===== config.mk =====
export PLATFORM = sky130hd
export DESIGN_NAME = pixel_pack_writer
export DESIGN_NICKNAME = d
export VERILOG_FILES = /design/src/rtl/boxhead_mem_pkg.sv /design/src/rtl/pixel_pack_writer_nibble_merge.sv /design/src/rtl/pixel_pack_writer.sv
export SDC_FILE = /design/constraint.sdc
export NUM_CORES = 1
export LEC_CHECK = 0
export CORE_AREA = 4 4 64 125
export CTS_CLUSTER_DIAMETER = 60
export DETAILED_ROUTE_END_ITERATION = 8
export DIE_AREA = 0 0 68 129
export PLACE_DENSITY = 0.77
export SLEW_MARGIN = 0
export SYNTH_ARGS = -nofsm -noshare
export SYNTH_HDL_FRONTEND = slang
export SYNTH_SLANG_ARGS = --single-unit

===== constraint.sdc =====
create_clock -name clk -period 3 [get_ports clk]
set_clock_uncertainty 0.15 [all_clocks]
set_input_delay 0.9 -clock clk [delete_from_list [all_inputs] [get_ports clk]]
set_output_delay 0.9 -clock clk [all_outputs]
set_load 0.1 [all_outputs]

===== src/rtl/boxhead_mem_pkg.sv =====
`default_nettype none
// ============================================================================
//  Module      : boxhead_mem_pkg
//  Description : Shared types and constants for the packed 4-bit pixel
//                frame/sprite memory (word = four 4-bit pixels).
//                Contents: address/data widths, writer FSM state enum,
//                pixel record and a word-close helper.
//  Revision    : 1.0  initial release
// ============================================================================
package boxhead_mem_pkg;

  localparam int PIX_ADDR_W   = 20;
  localparam int WORD_ADDR_W  = 18;
  localparam int PIX_W        = 4;
  localparam int WORD_W       = 16;
  localparam int PIX_PER_WORD = 4;
  localparam int NIB_IDX_W    = 2;

  typedef enum logic [1:0] {
    ST_EMPTY = 2'd0,
    ST_OPEN  = 2'd1,
    ST_FLUSH = 2'd2
  } pw_state_e;

  typedef struct packed {
    logic [PIX_ADDR_W-1:0] addr;
    logic [PIX_W-1:0]      data;
    logic                  last;
  } pixel_t;

  // A word is closed either by its highest nibble or by an explicit flush.
  function automatic logic word_closes(input logic [NIB_IDX_W-1:0] nib,
                                       input logic                 last);
    return last || (nib == NIB_IDX_W'(PIX_PER_WORD - 1));
  endfunction

endpackage
`default_nettype wire


===== src/rtl/pixel_pack_writer_nibble_merge.sv =====
`default_nettype none
// ============================================================================
//  Module      : nibble_merge
//  Description : Combinational merge of one 4-bit pixel into a 16-bit word
//                accumulator and its per-nibble write mask.
//  Ports       : data_i/mask_i  current accumulator word and mask
//                nib_i          target nibble index
//                pix_i          pixel colour
//                data_o/mask_o  merged word and mask
//  Revision    : 1.0  initial release
// ============================================================================
module nibble_merge
  import boxhead_mem_pkg::*;
#(
  parameter bit               TRANSP_EN  = 1'b1,
  parameter logic [PIX_W-1:0] TRANSP_KEY = 4'h0
) (
  input  logic [WORD_W-1:0]       data_i,
  input  logic [PIX_PER_WORD-1:0] mask_i,
  input  logic [NIB_IDX_W-1:0]    nib_i,
  input  logic [PIX_W-1:0]        pix_i,
  output logic [WORD_W-1:0]       data_o,
  output logic [PIX_PER_WORD-1:0] mask_o
);

  // The data nibble is always written; a transparent pixel only leaves the
  // mask bit untouched so it can never reach memory on its own.
  logic transparent;
  assign transparent = TRANSP_EN && (pix_i == TRANSP_KEY);

  for (genvar n = 0; n < PIX_PER_WORD; n++) begin : g_nib
    logic hit;
    assign hit = (nib_i == NIB_IDX_W'(n));
    assign data_o[PIX_W*n +: PIX_W] = hit ? pix_i : data_i[PIX_W*n +: PIX_W];
    assign mask_o[n] = mask_i[n] | (hit & ~transparent);
  end

endmodule
`default_nettype wire


===== src/rtl/pixel_pack_writer.sv =====
`default_nettype none
// ============================================================================
//  Module      : pixel_pack_writer
//  Description : Packs a stream of addressed 4-bit pixels into 16-bit words
//                and issues nibble-masked writes to the frame-buffer memory.
//                Pixels equal to the transparent key never set a mask bit.
//  Ports       : clk, reset            clock / async active-high reset
//                pix_valid/ready/addr/data/last   pixel input stream
//                wr_valid/ready/addr/data/mask    memory write port
//                busy                  open word, pending write or held pixel
//  Revision    : 1.0  initial release
// ============================================================================
module pixel_pack_writer
  import boxhead_mem_pkg::*;
#(
  parameter bit               TRANSP_EN  = 1'b1,
  parameter logic [PIX_W-1:0] TRANSP_KEY = 4'h0
) (
  input  logic                    clk,
  input  logic                    reset,
  input  logic                    pix_valid,
  output logic                    pix_ready,
  input  logic [PIX_ADDR_W-1:0]   pix_addr,
  input  logic [PIX_W-1:0]        pix_data,
  input  logic                    pix_last,
  output logic                    wr_valid,
  input  logic                    wr_ready,
  output logic [WORD_ADDR_W-1:0]  wr_addr,
  output logic [WORD_W-1:0]       wr_data,
  output logic [PIX_PER_WORD-1:0] wr_mask,
  output logic                    busy
);

  pw_state_e                state_q, state_d;
  logic [WORD_ADDR_W-1:0]   acc_addr_q, acc_addr_d;
  logic [WORD_W-1:0]        acc_data_q, acc_data_d;
  logic [PIX_PER_WORD-1:0]  acc_mask_q, acc_mask_d;
  pixel_t                   hold_q, hold_d;
  logic                     hold_v_q, hold_v_d;
  logic                     wr_valid_q, wr_valid_d;

  logic                     accept;
  logic                     same_word;
  logic                     flush_done;
  logic [WORD_W-1:0]        base_data;
  logic [PIX_PER_WORD-1:0]  base_mask;
  logic [WORD_W-1:0]        in_merge_data, hold_merge_data;
  logic [PIX_PER_WORD-1:0]  in_merge_mask, hold_merge_mask;

  // Ready is a pure function of state: no path from pix_* or wr_ready.
  assign pix_ready = (state_q != ST_FLUSH);
  assign accept    = pix_valid && pix_ready;
  assign same_word = (pix_addr[PIX_ADDR_W-1:NIB_IDX_W] == acc_addr_q);

  // A fresh word starts from an empty accumulator.
  assign base_data = (state_q == ST_OPEN) ? acc_data_q : '0;
  assign base_mask = (state_q == ST_OPEN) ? acc_mask_q : '0;

  // An all-transparent word has nothing to write, so it leaves FLUSH at once.
  assign flush_done = (acc_mask_q == '0) || (wr_valid_q && wr_ready);

  nibble_merge #(
    .TRANSP_EN  (TRANSP_EN),
    .TRANSP_KEY (TRANSP_KEY)
  ) u_merge_in (
    .data_i (base_data),
    .mask_i (base_mask),
    .nib_i  (pix_addr[NIB_IDX_W-1:0]),
    .pix_i  (pix_data),
    .data_o (in_merge_data),
    .mask_o (in_merge_mask)
  );

  nibble_merge #(
    .TRANSP_EN  (TRANSP_EN),
    .TRANSP_KEY (TRANSP_KEY)
  ) u_merge_hold (
    .data_i ({WORD_W{1'b0}}),
    .mask_i ({PIX_PER_WORD{1'b0}}),
    .nib_i  (hold_q.addr[NIB_IDX_W-1:0]),
    .pix_i  (hold_q.data),
    .data_o (hold_merge_data),
    .mask_o (hold_merge_mask)
  );

  always_comb begin
    state_d    = state_q;
    acc_addr_d = acc_addr_q;
    acc_data_d = acc_data_q;
    acc_mask_d = acc_mask_q;
    hold_d     = hold_q;
    hold_v_d   = hold_v_q;

    case (state_q)
      ST_EMPTY: begin
        if (accept) begin
          acc_addr_d = pix_addr[PIX_ADDR_W-1:NIB_IDX_W];
          acc_data_d = in_merge_data;
          acc_mask_d = in_merge_mask;
          state_d    = word_closes(pix_addr[NIB_IDX_W-1:0], pix_last) ?
                       ST_FLUSH : ST_OPEN;
        end
      end

      ST_OPEN: begin
        if (accept) begin
          if (same_word) begin
            acc_data_d = in_merge_data;
            acc_mask_d = in_merge_mask;
            state_d    = word_closes(pix_addr[NIB_IDX_W-1:0], pix_last) ?
                         ST_FLUSH : ST_OPEN;
          end else begin
            // Pixel belongs to the next word: park it while this one drains.
            hold_d.addr = pix_addr;
            hold_d.data = pix_data;
            hold_d.last = pix_last;
            hold_v_d    = 1'b1;
            state_d     = ST_FLUSH;
          end
        end
      end

      ST_FLUSH: begin
        if (flush_done) begin
          if (hold_v_q) begin
            acc_addr_d = hold_q.addr[PIX_ADDR_W-1:NIB_IDX_W];
            acc_data_d = hold_merge_data;
            acc_mask_d = hold_merge_mask;
            hold_v_d   = 1'b0;
            state_d    = word_closes(hold_q.addr[NIB_IDX_W-1:0], hold_q.last) ?
                         ST_FLUSH : ST_OPEN;
          end else begin
            state_d = ST_EMPTY;
          end
        end
      end

      default: begin
        state_d = ST_EMPTY;
      end
    endcase

    // The write request is raised exactly when a non-empty word sits in FLUSH
    // next cycle; the accumulator doubles as the write data register.
    wr_valid_d = (state_d == ST_FLUSH) && (acc_mask_d != '0);
  end

  always_ff @(posedge clk or posedge reset) begin
    if (reset) begin
      state_q    <= ST_EMPTY;
      acc_addr_q <= '0;
      acc_data_q <= '0;
      acc_mask_q <= '0;
      hold_q     <= '0;
      hold_v_q   <= 1'b0;
      wr_valid_q <= 1'b0;
    end else begin
      state_q    <= state_d;
      acc_addr_q <= acc_addr_d;
      acc_data_q <= acc_data_d;
      acc_mask_q <= acc_mask_d;
      hold_q     <= hold_d;
      hold_v_q   <= hold_v_d;
      wr_valid_q <= wr_valid_d;
    end
  end

  assign wr_valid = wr_valid_q;
  assign wr_addr  = acc_addr_q;
  assign wr_data  = acc_data_q;
  assign wr_mask  = acc_mask_q;
  assign busy     = (state_q != ST_EMPTY) || hold_v_q;

endmodule
`default_nettype wire


# Yosys cells after proc, flatten, opt, wreduce, memory -nomap -nowiden
# Index checks and enable logic that the tools add are counted.
[classes] bitwise=15 eq_ne=17 n_reduce_logical=22 mux=38
[op_table] cell="$mux 16" count=6
[op_table] cell="$mux 4" count=14
[op_table] cell="$mux 18" count=3
[op_table] cell="$pmux 16 s3" count=1
[op_table] cell="$pmux 18 s2" count=1
[op_table] cell="$eq 18x18->1" count=1
[op_table] cell="$mux 2" count=7
[op_table] cell="$ne 2x2->1 const B" count=7
[op_table] cell="$eq 2x2->1 const B" count=6
[op_table] cell="$logic_not 4->1" count=3
[op_table] cell="$pmux 4 s3" count=1
[op_table] cell="$and 1x1->1" count=8
[op_table] cell="$reduce_and 4->1" count=2
[op_table] cell="$eq 2x1->1 const B" count=3
[op_table] cell="$logic_not 2->1" count=3
[op_table] cell="$pmux 2 s3" count=1
[op_table] cell="$reduce_and 6->1" count=1
[op_table] cell="$reduce_bool 2->1" count=3
[op_table] cell="$logic_or 1x1->1" count=4
[op_table] cell="$or 1x1->1" count=4
[op_table] cell="$reduce_bool 4->1" count=1
[op_table] cell="$logic_and 1x1->1" count=3
[op_table] cell="$mux 1" count=3
[op_table] cell="$not 1->1" count=3
[op_table] cell="3 further kinds" count=3
[word_totals] regBits=67 output_inout_bits=41 in_bits=29 wordCells=101

# Longest topological paths before layout
[logic_depth] depth_word=9 ltp_mapped=10 depth_no_buf=8

# Cells and area by module
# A second synthesis with hierarchy kept.
[hier_totals] cells_unflattened=392 hier_area_um2=3938.8
[modules_own_cells] module="pixel_pack_writer" n_inst=1 area_each_um2=3445.8 seq_area_each_um2=1676.6 cells_each=340
[modules_own_cells] module="nibble_merge" n_inst=2 area_each_um2=246.5 seq_area_each_um2=0.0 cells_each=26

# Least setup slack after synthesis
# OpenSTA, ideal clock, no wires.
[synth_timing] kind="reg-to-output" from="register state_q[1]" to="output pix_ready" required_ns=1.950 setup_slack_ns=0.159 arrival_ns=1.791 path_stages_with_launch=5 n_path_buf=2 path_cell_list="dfrtp_1 nor2b_1 buf_6 inv_4 clkbuf_1"
[synth_between] elab_chain_len=1
[synth_lines] item="from (decl)" line_no="pixel_pack_writer.sv:34" rtl="pw_state_e state_q, state_d;"
[synth_lines] item="from (signal assigned)" line_no="pixel_pack_writer.sv:158" rtl="state_q <= state_d;"
[synth_lines] item="$ne 2x2->1" line_no="pixel_pack_writer.sv:51" rtl="assign pix_ready = (state_q != ST_FLUSH);"
[synth_lines] item="to (decl)" line_no="pixel_pack_writer.sv:22" rtl="output logic pix_ready,"
# No other way between the ends.

# Worst setup path in the final report
[layout_timing] from="input pix_data[0]" to="register wr_valid_q (netlist: wr_valid)"
[layout_between] elab_chain_len=9 word_cells_on_any_way=16 classes_between="mux: 4; bitwise: 9; reduce/logical: 3"
[layout_lines] item="from (decl)" line_no="pixel_pack_writer.sv:24" rtl="input logic [PIX_W-1:0] pix_data,"
[layout_lines] item="$logic_not 4->1 *" line_no="pixel_pack_writer_nibble_merge.sv:29" rtl="assign transparent = TRANSP_EN && (pix_i == TRANSP_KEY);"
[layout_lines] item="$not 1->1 *" line_no="pixel_pack_writer_nibble_merge.sv:35" rtl="assign mask_o[n] = mask_i[n] | (hit & ~transparent);"
[layout_lines] item="$and 1x1->1 *" line_no="pixel_pack_writer_nibble_merge.sv:35"
[layout_lines] item="$or 1x1->1 *" line_no="pixel_pack_writer_nibble_merge.sv:35"
[layout_lines] item="$mux 4" line_no="pixel_pack_writer.sv:107" rtl="if (same_word) begin"
[layout_lines] item="$mux 4" line_no="pixel_pack_writer.sv:106" rtl="if (accept) begin"
[layout_lines] item="$pmux 4 s3 *" line_no="pixel_pack_writer.sv:94" rtl="case (state_q)"
[layout_lines] item="net acc_mask_d[0]" line_no="pixel_pack_writer.sv:37" rtl="logic [PIX_PER_WORD-1:0] acc_mask_q, acc_mask_d;"
[layout_lines] item="$reduce_bool 4->1 *" line_no="pixel_pack_writer.sv:145" rtl="wr_valid_d = (state_d == ST_FLUSH) && (acc_mask_d != '0);"
[layout_lines] item="$logic_and 1x1->1 *" line_no="pixel_pack_writer.sv:145"
[layout_lines] item="net wr_valid_d" line_no="pixel_pack_writer.sv:40" rtl="logic wr_valid_q, wr_valid_d;"
[layout_lines] item="to (signal assigned)" line_no="pixel_pack_writer.sv:164" rtl="wr_valid_q <= wr_valid_d;"
[layout_lines] item="to (decl)" line_no="pixel_pack_writer.sv:40"
# The timed path passes the listed nets; every way through them passes the cells marked *.
# A chain may end at the register's enable or synchronous reset.

==> impl_metrics.env <==
export IMPL_status="finished clean"
export IMPL_yosys_warnings=0
export IMPL_crit_fanout=3
export IMPL_areaGrowthSynthToFinish_pct=35.29
export IMPL_finalSetupViolCount=0
export IMPL_drv_slew=0
export IMPL_grt_pass1_vias=2975
export IMPL_cts_hold_buf=0
export IMPL_floorplan_initialDensity_pct=49.57
export IMPL_synth_nets=343
export IMPL_drc_errors=0
export IMPL_grt_busiest_layer="met2"
export IMPL_antenna_cells=0
export IMPL_cts_setup_buffers=0
export IMPL_crit_required_ns=3.06
export IMPL_critPathCaptureType="flop"
export IMPL_drt_iter0_drc=171
export IMPL_cts_max_path_buffers=2
export IMPL_routed_wirelength_mm=8.873
export IMPL_cts_buffers=9
export IMPL_clk_latency_ns=0.33
export IMPL_die_area_um2=8772
export IMPL_mostFrequentLayoutCells="buf_4 (75), dfrtp_1 (67), nand2_1 (43)"
export IMPL_reg2reg_depth=6
export IMPL_rows=43
export IMPL_rsz0062_at_grt="false"
export IMPL_r2r_start="wr_mask[2]"
export IMPL_grt_usage_pct=21.96
export IMPL_fin_crit_sh_pct=95.19
export IMPL_relSlewSlack_pct=68.69
export IMPL_async_reset_ff_share_pct=100.0
export IMPL_tritoncts="built"
export IMPL_use_met2_pct=38.74
export IMPL_dieHeight_um=129
export IMPL_via_count=2874
export IMPL_yosysTopAreaCell="dfrtp_1"
export IMPL_fillCellCount=564
export IMPL_antenna_left=0
export IMPL_netlist_area_um2=3467
export IMPL_tightestPinTransition_ns=0.4686
export IMPL_htree_levels=3
export IMPL_ys_types=58
export IMPL_drive_above_1_share_pct=32.15
export IMPL_grt_max_degree=37
export IMPL_grt_pass1_wl_mm=14.26
export IMPL_rrSetupSlack_ns=0.66
export IMPL_grt_use_met1_pct=22.06
export IMPL_timing_hold_ws_ns=0.3374
export IMPL_hold_depth=1
export IMPL_synth_top_area_share_pct=48.36
export IMPL_fmax_ghz=0.3502
export IMPL_hpwlAfterDp_mm=6.566
export IMPL_synth_edf_count=0
export IMPL_routed_via_density=5.602
export IMPL_avgSynthCellArea_um2=11.04
export IMPL_yosysSeqAreaShare_pct=48.36
export IMPL_synth_area_top_cells="dfrtp_1 (48%), mux2_1 (7.5%), mux2_2 (5.8%), nand2_1 (4.7%), xnor2_1 (4.0%)"
export IMPL_coreArea_um2=6994
export IMPL_synthFlopType="dfrtp_1"
export IMPL_wire_per_inst_um=17.30
export IMPL_layout_commonest_cell="buf_4"
export IMPL_drtPass1Iterations=4
export IMPL_critPathKind="input port to flop"
export IMPL_utilization_pct=67.07
export IMPL_cts_root_buffer="clkbuf_16"
export IMPL_clkTransAtPathRegs_ns=0.05
export IMPL_antenna_found_initial=0
export IMPL_cts_repair_resized=0
export IMPL_gp_congestion=0.9163
export IMPL_hold_path_class="flop to flop"
export IMPL_reg2reg_to="wr_valid"
export IMPL_start_kind="input port"
export IMPL_grtUsageMet3_pct=6.201
export IMPL_cp_arrival_ns=2.92
export IMPL_chipWidth_um=68
export IMPL_maxCapViolCount=0
export IMPL_netlist_instances=314
export IMPL_port_buffer_count=69
export IMPL_overflow=0
export IMPL_period_needed_ns=2.856
export IMPL_hold_end="wr_data[3]"
export IMPL_ys_ff_latch=67
export IMPL_hold_violations=0
export IMPL_cts_num_sinks=67
export IMPL_ioPinCount=70
export IMPL_hold_start="wr_data[3]"
export IMPL_finalNetCount=447
==> metal layers <==
metal  vias up  wire, um
met5         -         0
met2        83      4919
met3        31       461
met4         0       374
li1       1343         -
met1      1417      3117
==> stage by stage <==
stage	setup TNS, ns	setup slack (ns)	instance area [um2]	cells
global route	0	0.008269	4691	513
detailed placement	-3.339	-0.1828	4402	497
global placement	-3.215	-0.1654	4402	497
finish	0	0.1443	4691	513
CTS	0	0.1525	4691	513
floorplan	0	0.1595	3467	314
==> how the worst max path moves through the flow <==
stage / startpoint / end / depth (start not counted)
2_1_floorplan: state_q[1] / pix_ready / 4
3_3_place_gp: pix_data[0] / wr_valid / 9
3_5_place_dp: pix_data[0] / wr_valid / 9
4_1_cts: pix_addr[3] / wr_valid / 9
5_1_grt: pix_data[0] / wr_valid / 9
6_report: pix_data[0] / wr_valid / 10
==> critical path, stage by stage <==
cell	delay (ns)
clkdlybuf4s50_1	0.44
nor4_2	0.30
buf_4	0.17
nor3_1	0.06
buf_4	0.14
or2b_1	0.18
o2bb2ai_2	0.12
o221ai_2	0.10
o21a_2	0.13
o41a_1	0.36
==> flip-flops by register name, indices dropped and copies added (netlist names) <==
name / flops
wr_mask: 4
wr_valid: 1
hold_v_q: 1
wr_addr: 18
hold_q: 25
wr_data: 16
state_q: 2
==> Yosys cell counts (all sizes together), types with 2 or more instances <==
master	number
nand2b	3
nand3	2
nand4	4
clkbuf	5
a21o	5
or2	2
a22o	17
nor2	29
mux2	41
o21ai	8
xnor2	16
nand2	43
nor3b	2
inv	4
a32oi	2
xor2	2
o21a	3
a31oi	18
buf	8
nor4	2
and2	3
nor3	4
dfrtp	67
a21oi	7
o221ai	2
==> logic make-up (layout without fill, tap and decap cells) <==
logic type / after synthesis / after routing / synth area share (%)
DFF: 67 / 67 / 48.36
and+or+nand+nor: 102 / 102 / 15.48
muxes: 41 / 41 / 13.32
buffers and inverters: 17 / 126 / 2.923
xor gates and xnor gates: 18 / 18 / 4.547
AOI/OAI and AO/OA: 69 / 69 / 15.37
==> cell type report <==
| type | instances | area (um2) | area share [%] |
|---|---|---|---|
| clock inverter | 2 | 35.03 | 0.7469 |
| multi-input combinational | 230 | 1692 | 36.06 |
| tap | 90 | 112.6 | 2.401 |
| inverter | 4 | 17.52 | 0.3734 |
| sequential | 67 | 1677 | 35.74 |
| clock buffer | 14 | 254.0 | 5.415 |
| timing repair buffer | 106 | 903.4 | 19.26 |
Power is left out: the tool's default activity adds up to more than one toggle a clock period on the data nets, which glitch-free logic cannot reach.
